**config.mk**
```make
export PLATFORM = sky130hd
export DESIGN_NAME = load_align_unit
export DESIGN_NICKNAME = d
export VERILOG_FILES = /design/src/rtl/load_align_unit.sv
export SDC_FILE = /design/constraint.sdc
export NUM_CORES = 1
export LEC_CHECK = 0
export CAP_MARGIN = 20
export CELL_PAD_IN_SITES_DETAIL_PLACEMENT = 1
export CELL_PAD_IN_SITES_GLOBAL_PLACEMENT = 1
export CORE_MARGIN = 1.5
export CORE_UTILIZATION = 48
export DETAILED_ROUTE_END_ITERATION = 6
export DONT_BUFFER_PORTS = 1
export GPL_ROUTABILITY_DRIVEN = 0
export PLACE_DENSITY_LB_ADDON = 0.1
export SETUP_SLACK_MARGIN = 0.02
export SYNTH_ARGS = -nofsm -noshare
export SYNTH_HDL_FRONTEND = slang
export SYNTH_SLANG_ARGS = --single-unit
export TNS_END_PERCENT = 100
```
**constraint.sdc**
```tcl
create_clock -name clk -period 2.3 [get_ports clk]
set_input_delay 0.23 -clock clk [delete_from_list [all_inputs] [get_ports clk]]
set_output_delay 0.23 -clock clk [all_outputs]
set_load 0.01 [all_outputs]
```
**src/rtl/load_align_unit.sv**
```systemverilog
// Load-side aligner: issues one word-aligned memory read per request, then
// extracts and sign/zero-extends the addressed byte or halfword for writeback.
module load_align_unit #(
  parameter int TAG_W = 5
) (
  input  logic             clk,
  input  logic             rst_n,
  input  logic             req_valid,
  output logic             req_ready,
  input  logic [31:0]      req_addr,
  input  logic [2:0]       req_funct3,
  input  logic [TAG_W-1:0] req_tag,
  output logic             dmem_read,
  output logic [31:0]      dmem_address,
  input  logic [31:0]      dmem_rdata,
  input  logic             dmem_resp,
  output logic             rsp_valid,
  input  logic             rsp_ready,
  output logic [31:0]      rsp_data,
  output logic [TAG_W-1:0] rsp_tag,
  output logic             rsp_misaligned
);

  typedef enum logic [1:0] {IDLE, MEM_WAIT, RESP} state_t;

  localparam logic [2:0] F_LB  = 3'b000;
  localparam logic [2:0] F_LH  = 3'b001;
  localparam logic [2:0] F_LBU = 3'b100;
  localparam logic [2:0] F_LHU = 3'b101;

  state_t      state;
  logic [1:0]  off;
  logic [2:0]  funct3;
  logic        misaligned;
  logic [7:0]  byte_val;
  logic [15:0] half_val;
  logic [31:0] extracted;

  assign req_ready = (state == IDLE);
  assign dmem_read = (state == MEM_WAIT);
  assign rsp_valid = (state == RESP);

  // Illegal funct3 codes fall into the default arm and behave as lw.
  always_comb begin
    misaligned = 1'b0;
    case (req_funct3)
      F_LB, F_LBU: misaligned = 1'b0;
      F_LH, F_LHU: misaligned = req_addr[0];
      default:     misaligned = |req_addr[1:0];
    endcase
  end

  always_comb begin
    byte_val  = dmem_rdata[{off, 3'b000} +: 8];
    half_val  = off[1] ? dmem_rdata[31:16] : dmem_rdata[15:0];
    extracted = dmem_rdata;
    case (funct3)
      F_LB:    extracted = {{24{byte_val[7]}}, byte_val};
      F_LBU:   extracted = {24'd0, byte_val};
      F_LH:    extracted = {{16{half_val[15]}}, half_val};
      F_LHU:   extracted = {16'd0, half_val};
      default: extracted = dmem_rdata;
    endcase
  end

  always_ff @(posedge clk or negedge rst_n) begin
    if (!rst_n) begin
      state          <= IDLE;
      off            <= '0;
      funct3         <= '0;
      dmem_address   <= '0;
      rsp_data       <= '0;
      rsp_tag        <= '0;
      rsp_misaligned <= 1'b0;
    end else begin
      case (state)
        IDLE: begin
          if (req_valid) begin
            off          <= req_addr[1:0];
            funct3       <= req_funct3;
            rsp_tag      <= req_tag;
            dmem_address <= {req_addr[31:2], 2'b00};
            if (misaligned) begin
              rsp_data       <= '0;
              rsp_misaligned <= 1'b1;
              state          <= RESP;
            end else begin
              state <= MEM_WAIT;
            end
          end
        end
        MEM_WAIT: begin
          if (dmem_resp) begin
            rsp_data       <= extracted;
            rsp_misaligned <= 1'b0;
            state          <= RESP;
          end
        end
        RESP: begin
          if (rsp_ready) state <= IDLE;
        end
        default: state <= IDLE;
      endcase
    end
  end

endmodule
```
==> report_table.html <==
<table>
<tr><th>Metric</th><th>Value</th></tr>
<tr><th colspan="2">Logic synthesis</th></tr>
<tr><td>Largest area contributor in the synthesized netlist</td><td>dfrtp_1</td></tr>
<tr><td>Mapped Cells</td><td>258</td></tr>
<tr><td>Cell types occupying the most area after synthesis</td><td>dfrtp_1 57%, mux2_2 13%, a221o_1 5.1%</td></tr>
<tr><td>Top cell type's share of synthesized area</td><td>0.567</td></tr>
<tr><td>Post-synthesis register bit count</td><td>75</td></tr>
<tr><td>Number of flops mapped to enable cells by yosys</td><td>0</td></tr>
<tr><td>Post-Synthesis Mean Instance Area</td><td>12.8 sq um</td></tr>
<tr><td>Cell area after synthesis</td><td>3310 sq um</td></tr>
<tr><td>Top-count cell post-synth</td><td>dfrtp_1</td></tr>
<tr><td>Ys async rst share</td><td>1.00</td></tr>
<tr><td>Sequential share of the synthesized area</td><td>0.567</td></tr>
<tr><td>Number of distinct library cell variants in the gate-level netlist after synthesis</td><td>29</td></tr>
<tr><td>Most numerous cell types in the synthesized netlist</td><td>75 x dfrtp_1, 38 x mux2_2, 19 x nand2_1</td></tr>
<tr><td>Dominant synthesized flop cell</td><td>dfrtp_1</td></tr>
<tr><td>Number of warnings reported in the yosys synthesis log</td><td>0</td></tr>
<tr><th colspan="2">Cells and area</th></tr>
<tr><td>Combined flip-flop and latch cell area</td><td>1880 sq um</td></tr>
<tr><td>Post-route design area</td><td>3620 sq um</td></tr>
<tr><td>Share of final-layout standard cells stronger than drive strength 1</td><td>0.247</td></tr>
<tr><td>Inserted Diodes</td><td>0</td></tr>
<tr><td>Multi-input gate area in the final layout</td><td>1290 sq um</td></tr>
<tr><td>Area added between synthesis and finish</td><td>9.26%</td></tr>
<tr><td>Count of filler cells inserted in the layout</td><td>678</td></tr>
<tr><td>Utilization after layout</td><td>0.538</td></tr>
<tr><td>Count of nets after finishing</td><td>336</td></tr>
<tr><th colspan="2">Timing</th></tr>
<tr><td>Slew @ Worst Pin</td><td>0.955 ns</td></tr>
<tr><td>Minimum hold slack</td><td>0.0286 ns</td></tr>
<tr><td>Max-slew violation total from the final report</td><td>0</td></tr>
<tr><td>Final Hold Fails</td><td>0</td></tr>
<tr><td>Clock period minus worst slack</td><td>2.07 ns</td></tr>
<tr><td>Final-layout setup total negative slack</td><td>0 ns</td></tr>
<tr><td>Worst slew margin relative to its limit</td><td>0.361</td></tr>
<tr><td>Setup repair after global routing missed its margin</td><td>no</td></tr>
<tr><td>Final worst path period share</td><td>0.901</td></tr>
<tr><td>Number of endpoints failing setup at the final stage</td><td>0</td></tr>
<tr><td>Clock skew</td><td>0.00813 ns</td></tr>
<tr><td>Fmax</td><td>0.483 GHz</td></tr>
<tr><th colspan="2">Floorplan</th></tr>
<tr><td>Io pins</td><td>150</td></tr>
<tr><td>Die X</td><td>86.0 um</td></tr>
<tr><td># rows</td><td>30</td></tr>
<tr><td>Initial core utilization</td><td>0.493</td></tr>
<tr><td>Floorplan die area</td><td>7400 sq um</td></tr>
<tr><td>Vertical die dimension</td><td>86.0 um</td></tr>
<tr><td>Core region area</td><td>6720 sq um</td></tr>
<tr><th colspan="2">Status</th></tr>
<tr><td>Status</td><td>completed</td></tr>
<tr><th colspan="2">Pwr</th></tr>
<tr><td>Static Leak</td><td>1.55 nW</td></tr>
<tr><td>Pwr dens</td><td>1490 nW/um^2</td></tr>
<tr><td>Worst VDD drop</td><td>0.673 mV</td></tr>
<tr><th colspan="2">Detailed routing</th></tr>
<tr><td>Wire length per cell</td><td>22.9 um</td></tr>
<tr><td>ANT nets after route</td><td>0</td></tr>
<tr><td>Detailed Route Iter0 Violations</td><td>94</td></tr>
<tr><td>Vias post-DR</td><td>2193</td></tr>
<tr><td>Wirelength, routed</td><td>7.86 mm</td></tr>
<tr><td>Drt drc</td><td>0</td></tr>
<tr><td>Vias per std cell</td><td>6.39</td></tr>
<tr><td>Detailed-router iteration count before antenna repair</td><td>7</td></tr>
<tr><th colspan="2">Clock tree</th></tr>
<tr><td>TritonCTS clock tree</td><td>done</td></tr>
<tr><td>H-tree levels</td><td>3</td></tr>
<tr><td>Clock net sink count</td><td>75</td></tr>
<tr><td>Insertion delay to the later sink of the worst-skew pair</td><td>0.34 ns</td></tr>
<tr><td>Clk slew on worst S/H paths</td><td>0.08 ns</td></tr>
<tr><td>Maximum clock path buffer count</td><td>2</td></tr>
<tr><td>Root Buffer</td><td>clkbuf_8</td></tr>
<tr><td>Setup repair bufs after CTS</td><td>0</td></tr>
<tr><td>Post-cts sizing count</td><td>0</td></tr>
<tr><td>Num CTS Buffers</td><td>9</td></tr>
<tr><th colspan="2">GRT</th></tr>
<tr><td>Largest net degree at the start of global routing</td><td>76</td></tr>
<tr><td>Overflow left after global routing</td><td>0</td></tr>
<tr><td>Global Route Usage Sum</td><td>0.217</td></tr>
<tr><td>Global-route wire length before repair</td><td>12.1 mm</td></tr>
<tr><td>Vias in the first global route</td><td>2325</td></tr>
<tr><td>Antenna violations before repair</td><td>0</td></tr>
<tr><th colspan="2">Critical path</th></tr>
<tr><td>Worst Setup Start Kind</td><td>flip-flop</td></tr>
<tr><td>Kind of end point of the critical path</td><td>flip-flop</td></tr>
<tr><td>Critical setup path kind</td><td>reg2reg</td></tr>
<tr><td>Critical Path RT</td><td>2.57 ns</td></tr>
<tr><td>Critical Path AT</td><td>2.35 ns</td></tr>
<tr><td>Worst Path Max Fanout</td><td>16</td></tr>
<tr><th colspan="2">Placement</th></tr>
<tr><td>Placed standard-cell area</td><td>3340 sq um</td></tr>
<tr><td>I/O Buffers</td><td>0</td></tr>
<tr><td>Detailed Place HPWL</td><td>5.49 mm</td></tr>
<tr><th colspan="2">Job</th></tr>
<tr><td>Max_cap viols</td><td>0</td></tr>
<tr><th colspan="2">Worst hold path</th></tr>
<tr><td>HP Class</td><td>in2reg</td></tr>
</table>
## repair_timing
action	CTS	global route
hold buffers	4	0
endpoints found under the setup margin	0	0
hold endpoints to repair	77	0
## flip-flops by register name (all words and copies together), names as in the netlist
register	count
funct3	3
state	2
rsp_tag	5
off	2
dmem_address	30
rsp_misaligned	1
rsp_data	32
## placed cells by master (no fill, tap or decap), types with 3 or more instances in the layout
cell,instances
buf_4,6
a21oi_1,10
nor2_1,3
o21ai_0,11
clkbuf_8,9
o221ai_1,7
nand2b_1,14
dfrtp_1,75
inv_1,4
dlygate4sd3_1,3
a32o_1,8
nand2_1,19
a221o_1,17
o22ai_1,9
mux2_2,38
mux2i_1,10
## per-layer routing
layer / global-route usage / vias to the layer above / routed length, um
met5: 0 / - / 0
met4: 0.0616 / 0 / 74
met3: 0.0953 / 8 / 812
met2: 0.348 / 101 / 3840
met1: 0.267 / 1122 / 3130
li1: - / 962 / -
## final timing paths
check | from | endpoint | slack [ns] | cells after the start
worst max-delay path | off[1] | rsp_data[26] | 0.23 | 4
worst min-delay path | req_addr[7] | dmem_address[7] | 0.03 | 1
worst max register to register | off[1] | rsp_data[26] | 0.23 | 4
worst min register to register | state[1] | state[0] | 0.50 | 1
max in group asynchronous | rst_n | rsp_data[10] | 1.54 | 2
min in group asynchronous | rst_n | rsp_data[17] | 0.44 | 2
## metrics by stage
step                setup slack, ns  total power [mW]  std cells
global placement              0.372              4.23        324
detailed placement            0.262              4.31        324
finish                        0.228              5.40        343
CTS                           0.230              5.47        343
floorplan                     0.593              3.92        259
global route                 0.0628              5.75        343
## area by class of cell
| cell class | count | share of cell area |
|---|---|---|
| sequential | 75 | 0.519 |
| multi-input combinational | 158 | 0.356 |
| clock buffer | 9 | 0.0343 |
| timing repair buffer | 11 | 0.0339 |
| tap | 80 | 0.0277 |
| clock inverter | 6 | 0.0249 |
| inverter | 4 | 0.00415 |
## cells by family after synthesis
kind of cell | count (synthesis) | share of synthesized area
multiplexers | 49 | 0.166
AO/OA/AOI/OAI | 65 | 0.152
other | 1 | 0.00113
flip-flops | 75 | 0.567
AND/OR/NAND/NOR | 42 | 0.0684
buffers and inverters | 26 | 0.0454
## critical path, cell delays in order, from the launching register on
cell and delay (ns):
dfrtp_1 0.49, mux4_2 0.40, nor2_1 0.07, nor4b_4 0.82, a221o_1 0.22
## power breakdown
group | switching, mW | internal (mW) | leakage (nW)
sequential | 0.776 | 1.93 | 0.934
combinational | 0.762 | 0.832 | 0.508
clock | 0.492 | 0.609 | 0.106
total | 2.03 | 3.37 | 1.55
Note: power is estimated with default switching activity, not from simulation.
